File: src/rtl/store_rmw_unit.sv
// Store read-modify-write unit: turns SB/SH/SW requests into full-word memory
// accesses, reading and merging the target word for sub-word stores.
module store_rmw_unit #(
    parameter int unsigned ADDR_W = 32
) (
    input  logic              clk,
    input  logic              rst_n,
    input  logic              req_valid,
    output logic              req_ready,
    input  logic [2:0]        fun3,
    input  logic [ADDR_W-1:0] addr,
    input  logic [31:0]       wdata,
    output logic [ADDR_W-1:0] mem_addr,
    output logic              mem_rd,
    input  logic [31:0]       mem_rdata,
    output logic              mem_wr,
    output logic [31:0]       mem_wdata,
    output logic              done,
    output logic              err,
    output logic              busy
);

    localparam int unsigned DATA_W = 32;
    localparam int unsigned HALF_W = 16;

    localparam logic [2:0] F_SB = 3'b000;
    localparam logic [2:0] F_SH = 3'b001;
    localparam logic [2:0] F_SW = 3'b010;

    typedef enum logic [2:0] {
        IDLE,
        READ,
        MERGE,
        WRITE,
        ERR
    } state_t;

    state_t state_q;
    state_t state_d;

    logic              accept;
    logic              illegal;
    logic              misaligned;
    logic [1:0]        off_q;
    logic              half_q;
    logic [HALF_W-1:0] wdata_q;
    logic [DATA_W-1:0] word_q;
    logic [DATA_W-1:0] merged;

    logic              mem_rd_d;
    logic              mem_wr_d;
    logic              done_d;
    logic              err_d;
    logic              busy_d;
    logic              ready_d;

    assign accept     = req_valid && req_ready;
    assign illegal    = (fun3 != F_SB) && (fun3 != F_SH) && (fun3 != F_SW);
    assign misaligned = ((fun3 == F_SH) && addr[0]) ||
                        ((fun3 == F_SW) && (addr[1:0] != 2'b00));

    // The write word is always driven straight from the merge register.
    assign mem_wdata = word_q;

    // State register.
    always_ff @(posedge clk or negedge rst_n) begin
        if (!rst_n) begin
            state_q <= IDLE;
        end else begin
            state_q <= state_d;
        end
    end

    // Next-state logic and decode of the registered outputs from the next state.
    always_comb begin
        state_d  = state_q;
        mem_rd_d = 1'b0;
        mem_wr_d = 1'b0;
        done_d   = 1'b0;
        err_d    = 1'b0;
        busy_d   = 1'b0;
        ready_d  = 1'b0;

        case (state_q)
            IDLE: begin
                if (accept) begin
                    if (illegal || misaligned) begin
                        state_d = ERR;
                    end else if (fun3 == F_SW) begin
                        state_d = WRITE;
                    end else begin
                        state_d = READ;
                    end
                end
            end
            READ:    state_d = MERGE;
            MERGE:   state_d = WRITE;
            WRITE:   state_d = IDLE;
            ERR:     state_d = IDLE;
            default: state_d = IDLE;
        endcase

        mem_rd_d = (state_d == READ);
        mem_wr_d = (state_d == WRITE);
        done_d   = (state_d == WRITE);
        err_d    = (state_d == ERR);
        busy_d   = (state_d != IDLE);
        ready_d  = (state_d == IDLE);
    end

    // Replace the addressed byte or halfword lane of the read word.
    always_comb begin
        merged = mem_rdata;
        if (half_q) begin
            if (off_q[1]) begin
                merged[31:16] = wdata_q;
            end else begin
                merged[15:0] = wdata_q;
            end
        end else begin
            case (off_q)
                2'd0:    merged[7:0]   = wdata_q[7:0];
                2'd1:    merged[15:8]  = wdata_q[7:0];
                2'd2:    merged[23:16] = wdata_q[7:0];
                default: merged[31:24] = wdata_q[7:0];
            endcase
        end
    end

    // Request latch and merge register; SW data goes straight to the word.
    always_ff @(posedge clk or negedge rst_n) begin
        if (!rst_n) begin
            off_q    <= 2'b00;
            half_q   <= 1'b0;
            wdata_q  <= '0;
            word_q   <= '0;
            mem_addr <= '0;
        end else if (accept) begin
            off_q    <= addr[1:0];
            half_q   <= (fun3 == F_SH);
            wdata_q  <= wdata[HALF_W-1:0];
            word_q   <= wdata;
            mem_addr <= {addr[ADDR_W-1:2], 2'b00};
        end else if (state_q == MERGE) begin
            word_q   <= merged;
        end
    end

    // Registered status and strobe outputs.
    always_ff @(posedge clk or negedge rst_n) begin
        if (!rst_n) begin
            mem_rd    <= 1'b0;
            mem_wr    <= 1'b0;
            done      <= 1'b0;
            err       <= 1'b0;
            busy      <= 1'b0;
            req_ready <= 1'b1;
        end else begin
            mem_rd    <= mem_rd_d;
            mem_wr    <= mem_wr_d;
            done      <= done_d;
            err       <= err_d;
            busy      <= busy_d;
            req_ready <= ready_d;
        end
    end

endmodule

File: config.mk
export PLATFORM = sky130hd
export DESIGN_NAME = store_rmw_unit
export DESIGN_NICKNAME = d
export VERILOG_FILES = /design/src/rtl/store_rmw_unit.sv
export SDC_FILE = /design/constraint.sdc
export NUM_CORES = 1
export LEC_CHECK = 0
export ABC_AREA = 1
export BUFFER_PORTS_ARGS = -buffer_cell sky130_fd_sc_hd__buf_4
export CORE_MARGIN = 2
export CORE_UTILIZATION = 52
export CTS_BUF_LIST = sky130_fd_sc_hd__clkbuf_4
export CTS_CLUSTER_DIAMETER = 30
export DETAILED_ROUTE_END_ITERATION = 8
export PLACE_DENSITY = 0.83
export SLEW_MARGIN = 20
export SYNTH_ARGS = -nofsm -noshare
export SYNTH_HDL_FRONTEND = slang
export SYNTH_SLANG_ARGS = --single-unit
export TNS_END_PERCENT = 5
File: constraint.sdc
create_clock -name clk -period 2.05 [get_ports clk]
set_input_delay 0.3075 -clock clk [delete_from_list [all_inputs] [get_ports clk]]
set_output_delay 0.3075 -clock clk [all_outputs]
set_load 0.05 [all_outputs]
# After elaboration in Yosys (flattened, before gate mapping)
# Cells that the tools add are included.
op_classes:
  n_eq_ne: 11
  muxes: 13
  reduce_logical: 15
op_table:
  columns: ["op", "n"]
  rows:
  - ["2-to-1 mux 32 bit", 3]
  - ["2-to-1 mux 16 bit", 2]
  - ["2-to-1 mux 8 bit", 4]
  - ["equality test 3 x 1 -> 1 bit, second input constant", 3]
  - ["equality test 3 x 2 -> 1 bit, second input constant", 3]
  - ["one-hot mux 3 bit (3 select lines)", 1]
  - ["zero test 3 bit", 2]
  - ["2-to-1 mux 3 bit", 2]
  - ["nonzero test 3 bit", 2]
  - ["logical AND 1 bit", 5]
  - ["nonzero test 2 bit", 2]
  - ["equality test 3 bit, second input constant", 1]
  - ["!= test 3 x 1 -> 1 bit, second input constant", 1]
  - ["!= test 3 x 2 -> 1 bit, second input constant", 1]
  - ["OR reduction 3 bit", 1]
  - ["equality test 2 x 1 -> 1 bit, second input constant", 1]
  - ["equality test 2 bit, second input constant", 1]
  - ["zero test 2 bit", 1]
  - ["logical OR 1 bit", 2]
  - ["2-to-1 mux 2 bit", 1]
totals:
  out_inout_bits: 70
  inputBits: 102
  regBits: 89
  word_cells: 50

# Logic depth before layout (Yosys ltp)
# Gate-level depths: netlist of run 1.
depth:
  ltp_word: 8
  depth_mapped: 9
  mapped_depth_nobuf: 9

# Worst setup path before layout of run 1
# Ideal clock, no wire load.
synth_path:
  kind: "reg-to-reg"
  start: "reg req_ready"
  end: "reg word_q[11] (netlist: mem_wdata[11])"
  synth_period_minus_slack_ns: 1.574
  path_slack_ns: 0.476
  arrival_time_ns: 1.451
  n_path_buf: 2
  path_stages_with_launch: 8
  path_cell_list: "dfstp_2 > nand2_2 > inv_2 > buf_2 > buf_2 > a21oi_1 > nand2_1 > a21oi_1"
synth_between:
  elab_chain_cells: 2
  word_cells_on_any_way: 3
  cone_classes: "mux: 1; reduce/logical: 2"
synth_lines:
  columns: ["item", "line", "rtl"]
  rows:
  - ["start: declaration", "9", "output logic req_ready,"]
  - ["start signal: assignment", "164", "req_ready <= ready_d;"]
  - ["logical AND 1 bit *", "57", "assign accept = req_valid && req_ready;"]
  - ["2-to-1 mux 32 bit / nonzero test 2 bit (equally long branches)", null, null]
  - ["end signal: assignment", "142", "word_q <= wdata;"]
  - ["end signal: assignment", "145", "word_q <= merged;"]
  - ["end: declaration", "47", "logic [DATA_W-1:0] word_q;"]
# Mark *: on every way between the ends. The rest lies on a longest branch, timed or not.
# A chain may end at the register's enable or synchronous reset.

# Final worst setup path of run 1
layout_path:
  start: "reg off_q[1]"
  end: "reg word_q[21] (netlist: mem_wdata[21])"
layout_between:
  elab_chain_cells: 5
  word_cells_on_any_way: 6
  cone_classes: "eq/ne: 1; mux: 5"
layout_lines:
  columns: ["item", "line", "rtl"]
  rows:
  - ["start: declaration", "44", "logic [1:0] off_q;"]
  - ["start signal: assignment", "139", "off_q <= addr[1:0];"]
  - ["equality test 2 bit", "121", "case (off_q)"]
  - ["2-to-1 mux 8 bit", "121", null]
  - ["2-to-1 mux 32 bit *", "114", "if (half_q) begin"]
  - ["2-to-1 mux 32 bit *", "144", "end else if (state_q == MERGE) begin"]
  - ["2-to-1 mux 32 bit *", "138", "end else if (accept) begin"]
# Mark *: on every way between the ends. The rest lies on a longest branch, timed or not. The select of a mux whose other input is x is not followed.

==> results.md, run 1 <==
| Group | Item | This run |
| --- | --- | --- |
| run status | Run status | finished clean |
| route | Routed via count | 4,910 |
| synthesis | Netlist cell types | 22 |
| min path | HP Start | addr[30] |
| clock network | Inserted Clock Buffers | 9 |
| global route | Total global routing overflow | 0 |
| place | # port buffers | 169 |
| timing | Final setup violation count | 0 |
| synthesis | Synth Cell Area | 4623 um^2 |
| route | Drt pass-1 iters | 5 |
| floorplan | Starting density of the core | 53.27% |
| clock network | Resize count post-CTS | 0 |
| min path | Hold Crit Class | input pin to flop |
| global route | Number of global-route vias before repair | 4,745 |
| clock network | H-tree depth | 3 |
| synthesis | Top cells by count, synth | 221 x nand2_1, 88 x dfrtp_1, 82 x nor2_1, 55 x a21oi_1, 40 x o21ai_0 |
| timing | Fmax achieved | 565.9 MHz |
| timing | Slew Viols, Final | 0 |
| layout | Final std cells w/o fill | 908 |
| timing | Slew of the pin with the lowest slew margin | 680.9 ps |
| setup path | Worst reg2reg path depth | 7 |
| setup path | Crit path DAT | 2120 ps |
| global route | Total Routing Usage GR | 27.99% |
| route | Detailed Route Iter0 Violations | 254 |
| clock network | CTS hold repair buffers | 1 |
| place | Cell count after placement | 891 |
| clock network | Clock transition time at the flip-flop clock pins of the worst setup and hold paths | 140 ps |
| setup path | Required time at the worst-slack endpoint | 2400 ps |
| power and ir drop | Maximum vdd drop | 1.152 mV |
| timing | Worst Clk Skew | 16.15 ps |
| synthesis | Adder-cell share of the synthesized area | 0% |
| min path | WHS Path Cells | 3 |
| timing | Worst slew margin relative to its limit | 54.60% |
| synthesis | Synthesized-area fraction occupied by ao, oa, aoi and oai cells | 15.37% |
| synthesis | Main area contributors after synthesis | dfrtp_1 48%, nand2_1 18%, nor2_1 6.7% |
| clock network | Sinks on Clock Net | 89 |
| power and ir drop | Total power | 0.01131 W |
| floorplan | Die area | 9661 um^2 |
| synthesis | Flip-flop and latch count after synthesis | 89 |
| route | DRC errors left | 0 |
| synthesis | Synthesized-area fraction occupied by and/or/nand/nor cells | 29.01% |
| min path | Destination of the worst hold path | mem_addr[30] |
| floorplan | Width of the die | 98.29 um |
| synthesis | Combinational family with the most area after synthesis | simple AND/OR/NAND/NOR gates |
| route | Number of nets with antenna violations after detailed routing | 0 |
| timing | Crit path setup slack, layout | 283.0 ps |
| floorplan | Area of the core | 8678 um^2 |
| clock network | Cell chosen for the clock root | clkbuf_4 |
| layout | Fill cell total of the finished layout | 744 |
| floorplan | Placement Rows | 34 |
| floorplan | Number of top-level pins | 172 |
| synthesis | Leading area contributor after synthesis | dfrtp_1 |
| synthesis | Share of synthesized area occupied by flip-flops and latches | 48.20% |
| synthesis | Count of warnings emitted by yosys | 0 |
| setup path | Reg-to-reg critical path endpoint | mem_wdata[21] |
| timing | Share of the clock period used by the worst path after layout | 86.19% |
| layout | Share of final-layout standard cells stronger than drive strength 1 | 25.75% |
| timing | Shortest period the worst path allows | 1767 ps |
| clock network | Total setup buffers inserted after CTS | 0 |
| global route | First-pass GRT wire length | 22,070 um |
| route | Routed wire length | 13,300 um |
| place | Placement Setup Slack | 332.9 ps |
| global route | Number of antenna violations at the first check in global routing | 0 |
| power and ir drop | Static Leakage | 3.228 nW |
| place | Global placer's final weighted congestion | 0.9016 |
| setup path | Crit path launch type | flop |
| layout | Number of nets in the final layout | 897 |
| synthesis | XOR/XNOR share of the synthesized area | 0% |
| global route | Maximum number of pins on one net before global-route repair | 42 |
| synthesis | Ys flop type | dfrtp_1 |
| synthesis | Most frequently used cell type in the post-synthesis netlist | nand2_1 |
| timing | Unrepaired setup endpoints after global routing | false |
| clock network | TritonCTS clock tree | yes |
| layout | Post-synthesis to final-layout area growth | 32.02% |
| clock network | Number of buffers on the longest clock path | 2 |
| floorplan | Vertical extent of the die | 98.29 um |
| setup path | Highest net fanout along the worst path | 17 |
| route | Routed wire length per instance | 14.64 um |
| synthesis | Number of enable flip-flop cells after synthesis | 0 |
| timing | Sum of negative setup slack | 0 ps |
| setup path | Startpoint of the lowest-slack register-to-register path | off_q[1] |
| synthesis | Proportion of register bits with asynchronous set or reset after synthesis | 100.0% |
| timing | Final Hold Vio Count | 0 |
| clock network | Latest clock arrival within the worst-skew pair | 440 ps |
| setup path | Worst-case register-to-register setup slack | 280 ps |
| synthesis | Multiplexer area fraction after synthesis | 0% |
| power and ir drop | Pwr Density | 1853 nW/um^2 |
| setup path | Type of the worst setup path | flop to flop |
| run | # Max-Cap Violations | 0 |
| synthesis | Post-synthesis area per instance | 7.190 um^2 |
| place | Post-detail-place hpwl | 9801 um |
| setup path | Category of the worst setup path capture point | flop |
| synthesis | Number of instances in the synthesized netlist | 643 |
| route | Average vias per placed instance | 5.407 |
| synthesis | Share of the synthesized area in the top cell type | 47.63% |
| layout | # diodes | 0 |
==> kinds of logic after synthesis <==
kind of cell    count (synthesis)
buf+inv                        77
other cells                     1
compound gates                134
simple gates                  342
flops                          89
==> cell usage in the layout (no fill, tap or decap), drive strengths merged, types with 9 or more instances in the layout <==
cell type and instances:
clkbuf 9, o21ai 63, inv 38, o211ai 15, dfrtp 88, nand3 30
nand2 224, buf 179, a21oi 55, nor2 84
==> final cells by class <==
type | count | area, um^2 | share of cell area [%]
clock buffer | 9 | 67.56 | 1.107
multi-input combinational | 478 | 2059 | 33.74
clock inverter | 7 | 92.59 | 1.517
timing repair buffer | 180 | 1379 | 22.59
sequential | 89 | 2228 | 36.51
tap | 108 | 135.1 | 2.214
inverter | 37 | 141.4 | 2.317
==> worst max-delay path by stage <==
| stage | from | endpoint | slack (ps) | depth (start not counted) |
|---|---|---|---|---|
| final | off_q[1] | mem_wdata[21] | 280 | 7 |
| after global routing | off_q[1] | mem_wdata[16] | 120 | 7 |
| after CTS | off_q[1] | mem_wdata[23] | 320 | 7 |
| after detailed placement | off_q[1] | mem_wdata[21] | 330 | 7 |
| after global placement | off_q[1] | mem_wdata[19] | 450 | 7 |
| after floorplan | req_ready | mem_wdata[11] | 480 | 7 |
==> report_power, final <==
| group | switching (W) | leakage (nW) | internal, W |
|---|---|---|---|
| sequential | 0.000608 | 1.08 | 0.00263 |
| combinational | 0.00492 | 2.07 | 0.00204 |
| clock | 0.000624 | 0.0800 | 0.000492 |
| total | 0.00615 | 3.23 | 0.00516 |
==> state kept, by name, summed over array words and instances (netlist names) <==
| signal | flops |
|---|---|
| mem_rd | 1 |
| wdata_q | 16 |
| req_ready | 1 |
| mem_wdata | 32 |
| half_q | 1 |
| err | 1 |
| mem_addr | 30 |
| busy | 1 |
| off_q | 2 |
| done | 1 |
| state_q | 3 |
==> critical path, cell delays in order (launching register included) <==
cell,delay [ps]
dfrtp_1,630
inv_4,150
nor2_2,450
nand2_1,110
o211ai_1,100
nand3_1,100
nand2_1,80
nand2_1,50
==> layer usage <==
| layer | vias up | GRT usage [%] | wire [um] |
|---|---|---|---|
| li1 | 2360 | - | - |
| met1 | 2279 | 36.04 | 5486 |
| met2 | 244 | 45.47 | 6179 |
| met3 | 27 | 9.162 | 1392 |
| met4 | 0 | 8.114 | 239 |
| met5 | - | 0 | 0 |
==> through the flow <==
step / hold WS [ps] / instance area [um^2] / utilization, %
global placement: 305.0 / 5933 / 68.37
floorplan: 11.91 / 4627 / -
finish: 44.51 / 6103 / 70.33
global route: 28.14 / 6103 / 70.33
CTS: 36.21 / 6103 / 70.33
detailed placement: 326.9 / 5933 / 68.37
(Power assumes the default switching activity.)
==> inputs of run 2 (changes only) <==
--- a/config.mk
+++ b/config.mk
@@ -13,6 +13,7 @@
 export CTS_CLUSTER_DIAMETER = 30
 export DETAILED_ROUTE_END_ITERATION = 8
 export PLACE_DENSITY = 0.83
+export RECOVER_POWER = 100
 export SLEW_MARGIN = 20
 export SYNTH_ARGS = -nofsm -noshare
 export SYNTH_HDL_FRONTEND = slang
==> results.md, run 2 (synthesized netlist as in run 1, its figures left out) <==
| Group | Item | This run |
| --- | --- | --- |
| run status | Run status | finished clean |
| floorplan | Starting density of the core | 53.27% |
| layout | Final std cells w/o fill | 908 |
| layout | Commonest cells after routing, fill and taps aside | 223 x nand2_1, 106 x buf_4, 88 x dfrtp_1 |
| timing | Slew Viols, Final | 0 |
| clock network | Inserted Clock Buffers | 9 |
| timing | Shortest period the worst path allows | 1783 ps |
| setup path | Type of the worst setup path | flop to flop |
| clock network | TritonCTS clock tree | yes |
| floorplan | Number of top-level pins | 172 |
| route | Routed wire length per instance | 14.65 um |
| place | # port buffers | 169 |
| route | Drt pass-1 iters | 5 |
| setup path | Worst-case register-to-register setup slack | 270 ps |
| floorplan | Area of the core | 8678 um^2 |
| min path | Hold Crit Class | input pin to flop |
| timing | Worst Clk Skew | 21.47 ps |
| clock network | Cell chosen for the clock root | clkbuf_4 |
| floorplan | Die area | 9661 um^2 |
| layout | Flip-flop count of the largest register after layout | 32 |
| timing | Fmax achieved | 561.0 MHz |
| global route | Number of antenna violations at the first check in global routing | 0 |
| clock network | Latest clock arrival within the worst-skew pair | 450 ps |
| timing | Final Hold Slack | 39.34 ps |
| timing | Sum of negative setup slack | 0 ps |
| timing | Slew of the pin with the lowest slew margin | 972.4 ps |
| layout | Number of nets in the final layout | 897 |
| layout | Share of final-layout standard cells stronger than drive strength 1 | 16.88% |
| floorplan | Vertical extent of the die | 98.29 um |
| place | Placed inst area | 5933 um^2 |
| timing | Final Hold Vio Count | 0 |
| route | Detailed Route Iter0 Violations | 259 |
| layout | Post-synthesis to final-layout area growth | 25.95% |
| min path | HP Start | addr[30] |
| layout | Post-route cell area | 5823 um^2 |
| setup path | Crit path launch type | flop |
| setup path | Highest net fanout along the worst path | 17 |
| layout | # diodes | 0 |
| layout | Most frequent standard cell in the layout excluding fill and tap cells | nand2_1 |
| route | DRC errors left | 0 |
| timing | Worst slew margin relative to its limit | 35.18% |
| place | Cell count after placement | 891 |
| global route | Maximum number of pins on one net before global-route repair | 42 |
| global route | Total Routing Usage GR | 27.99% |
| floorplan | Width of the die | 98.29 um |
| clock network | Sinks on Clock Net | 89 |
| setup path | Reg-to-reg critical path endpoint | mem_wdata[21] |
| route | Routed via count | 4,904 |
| clock network | Clock transition time at the flip-flop clock pins of the worst setup and hold paths | 150 ps |
| setup path | Startpoint of the lowest-slack register-to-register path | off_q[1] |
| layout | Fill cell total of the finished layout | 824 |
| timing | Unrepaired setup endpoints after global routing | false |
| floorplan | Placement Rows | 34 |
| global route | Total global routing overflow | 0 |
| run | # Max-Cap Violations | 0 |
| setup path | Crit path DAT | 2140 ps |
| setup path | Required time at the worst-slack endpoint | 2410 ps |
| setup path | Worst reg2reg path depth | 7 |
| clock network | Number of buffers on the longest clock path | 2 |
| setup path | Category of the worst setup path capture point | flop |
| power and ir drop | Maximum vdd drop | 1.064 mV |
| timing | Share of the clock period used by the worst path after layout | 86.95% |
| route | Routed wire length | 13,300 um |
| clock network | H-tree depth | 3 |
| timing | Final setup violation count | 0 |
| clock network | Total setup buffers inserted after CTS | 0 |
| power and ir drop | Pwr Density | 1833 nW/um^2 |
| global route | First-pass GRT wire length | 22,070 um |
| global route | Number of global-route vias before repair | 4,745 |
| min path | Destination of the worst hold path | mem_addr[30] |
| min path | WHS Path Cells | 3 |
| power and ir drop | Static Leakage | 2.967 nW |
| route | Number of nets with antenna violations after detailed routing | 0 |
| power and ir drop | Total power | 0.01067 W |
| route | Average vias per placed instance | 5.401 |
| place | Global placer's final weighted congestion | 0.9016 |
| place | Post-detail-place hpwl | 9801 um |
[run 2: cell count changes in the layout (fill, tap and decap cells not counted), sizes merged]
cell / previous run / this run
buf: 179 / 107
clkbuf: 9 / 81
[run 2: worst max-delay path, cell delays in order (launching register included)]
cell	delay, ps
dfrtp_1	640
inv_4	150
nor2_2	440
nand2_1	110
o211ai_1	100
nand3_1	100
nand2_1	90
nand2_1	50
[run 2: worst max-delay path by stage]
stage	start	endpoint	slack [ps]	cells past startpoint
after CTS	off_q[1]	mem_wdata[23]	320	7
after global placement	off_q[1]	mem_wdata[19]	450	7
after detailed placement	off_q[1]	mem_wdata[21]	330	7
after global routing	off_q[1]	mem_wdata[16]	110	7
final	off_q[1]	mem_wdata[21]	270	7
after floorplan	req_ready	mem_wdata[11]	480	7
[run 2: where the power goes]
part / switching [W] / leakage (nW) / internal, W
sequential: 0.000589 / 1.07 / 0.00263
combinational: 0.00490 / 1.81 / 0.00144
clock: 0.000631 / 0.0800 / 0.000492
[run 2: per-layer routing]
layer	GRT usage [%]	routed length [um]
met1	36.04	5436
met4	8.114	272
met3	9.162	1316
met5	0	0
met2	45.47	6273
[run 2: through the flow]
stage	util, %	setup WS (ps)
after floorplan	-	476.4
after global placement	68.37	453.9
after detailed placement	68.37	332.9
after CTS	70.33	315.7
after global routing	67.10	105.7
final	67.10	267.5
[run 2: area by class of cell]
type / count / area, um^2 / area share (%)
inverter: 37 / 141.4 / 2.428
timing repair buffer: 180 / 1104 / 18.95
clock inverter: 7 / 92.59 / 1.590
sequential: 89 / 2228 / 38.27
multi-input combinational: 478 / 2054 / 35.28
tap: 108 / 135.1 / 2.321
clock buffer: 9 / 67.56 / 1.160
[run 2: repair_timing]
| action | in CTS | in global routing |
|---|---|---|
| hold buffers | 1 | 0 |
| endpoints found under the setup margin | 0 | 0 |
| endpoints found under the hold margin | 34 | 0 |
| gates resized for setup | 0 | 0 |
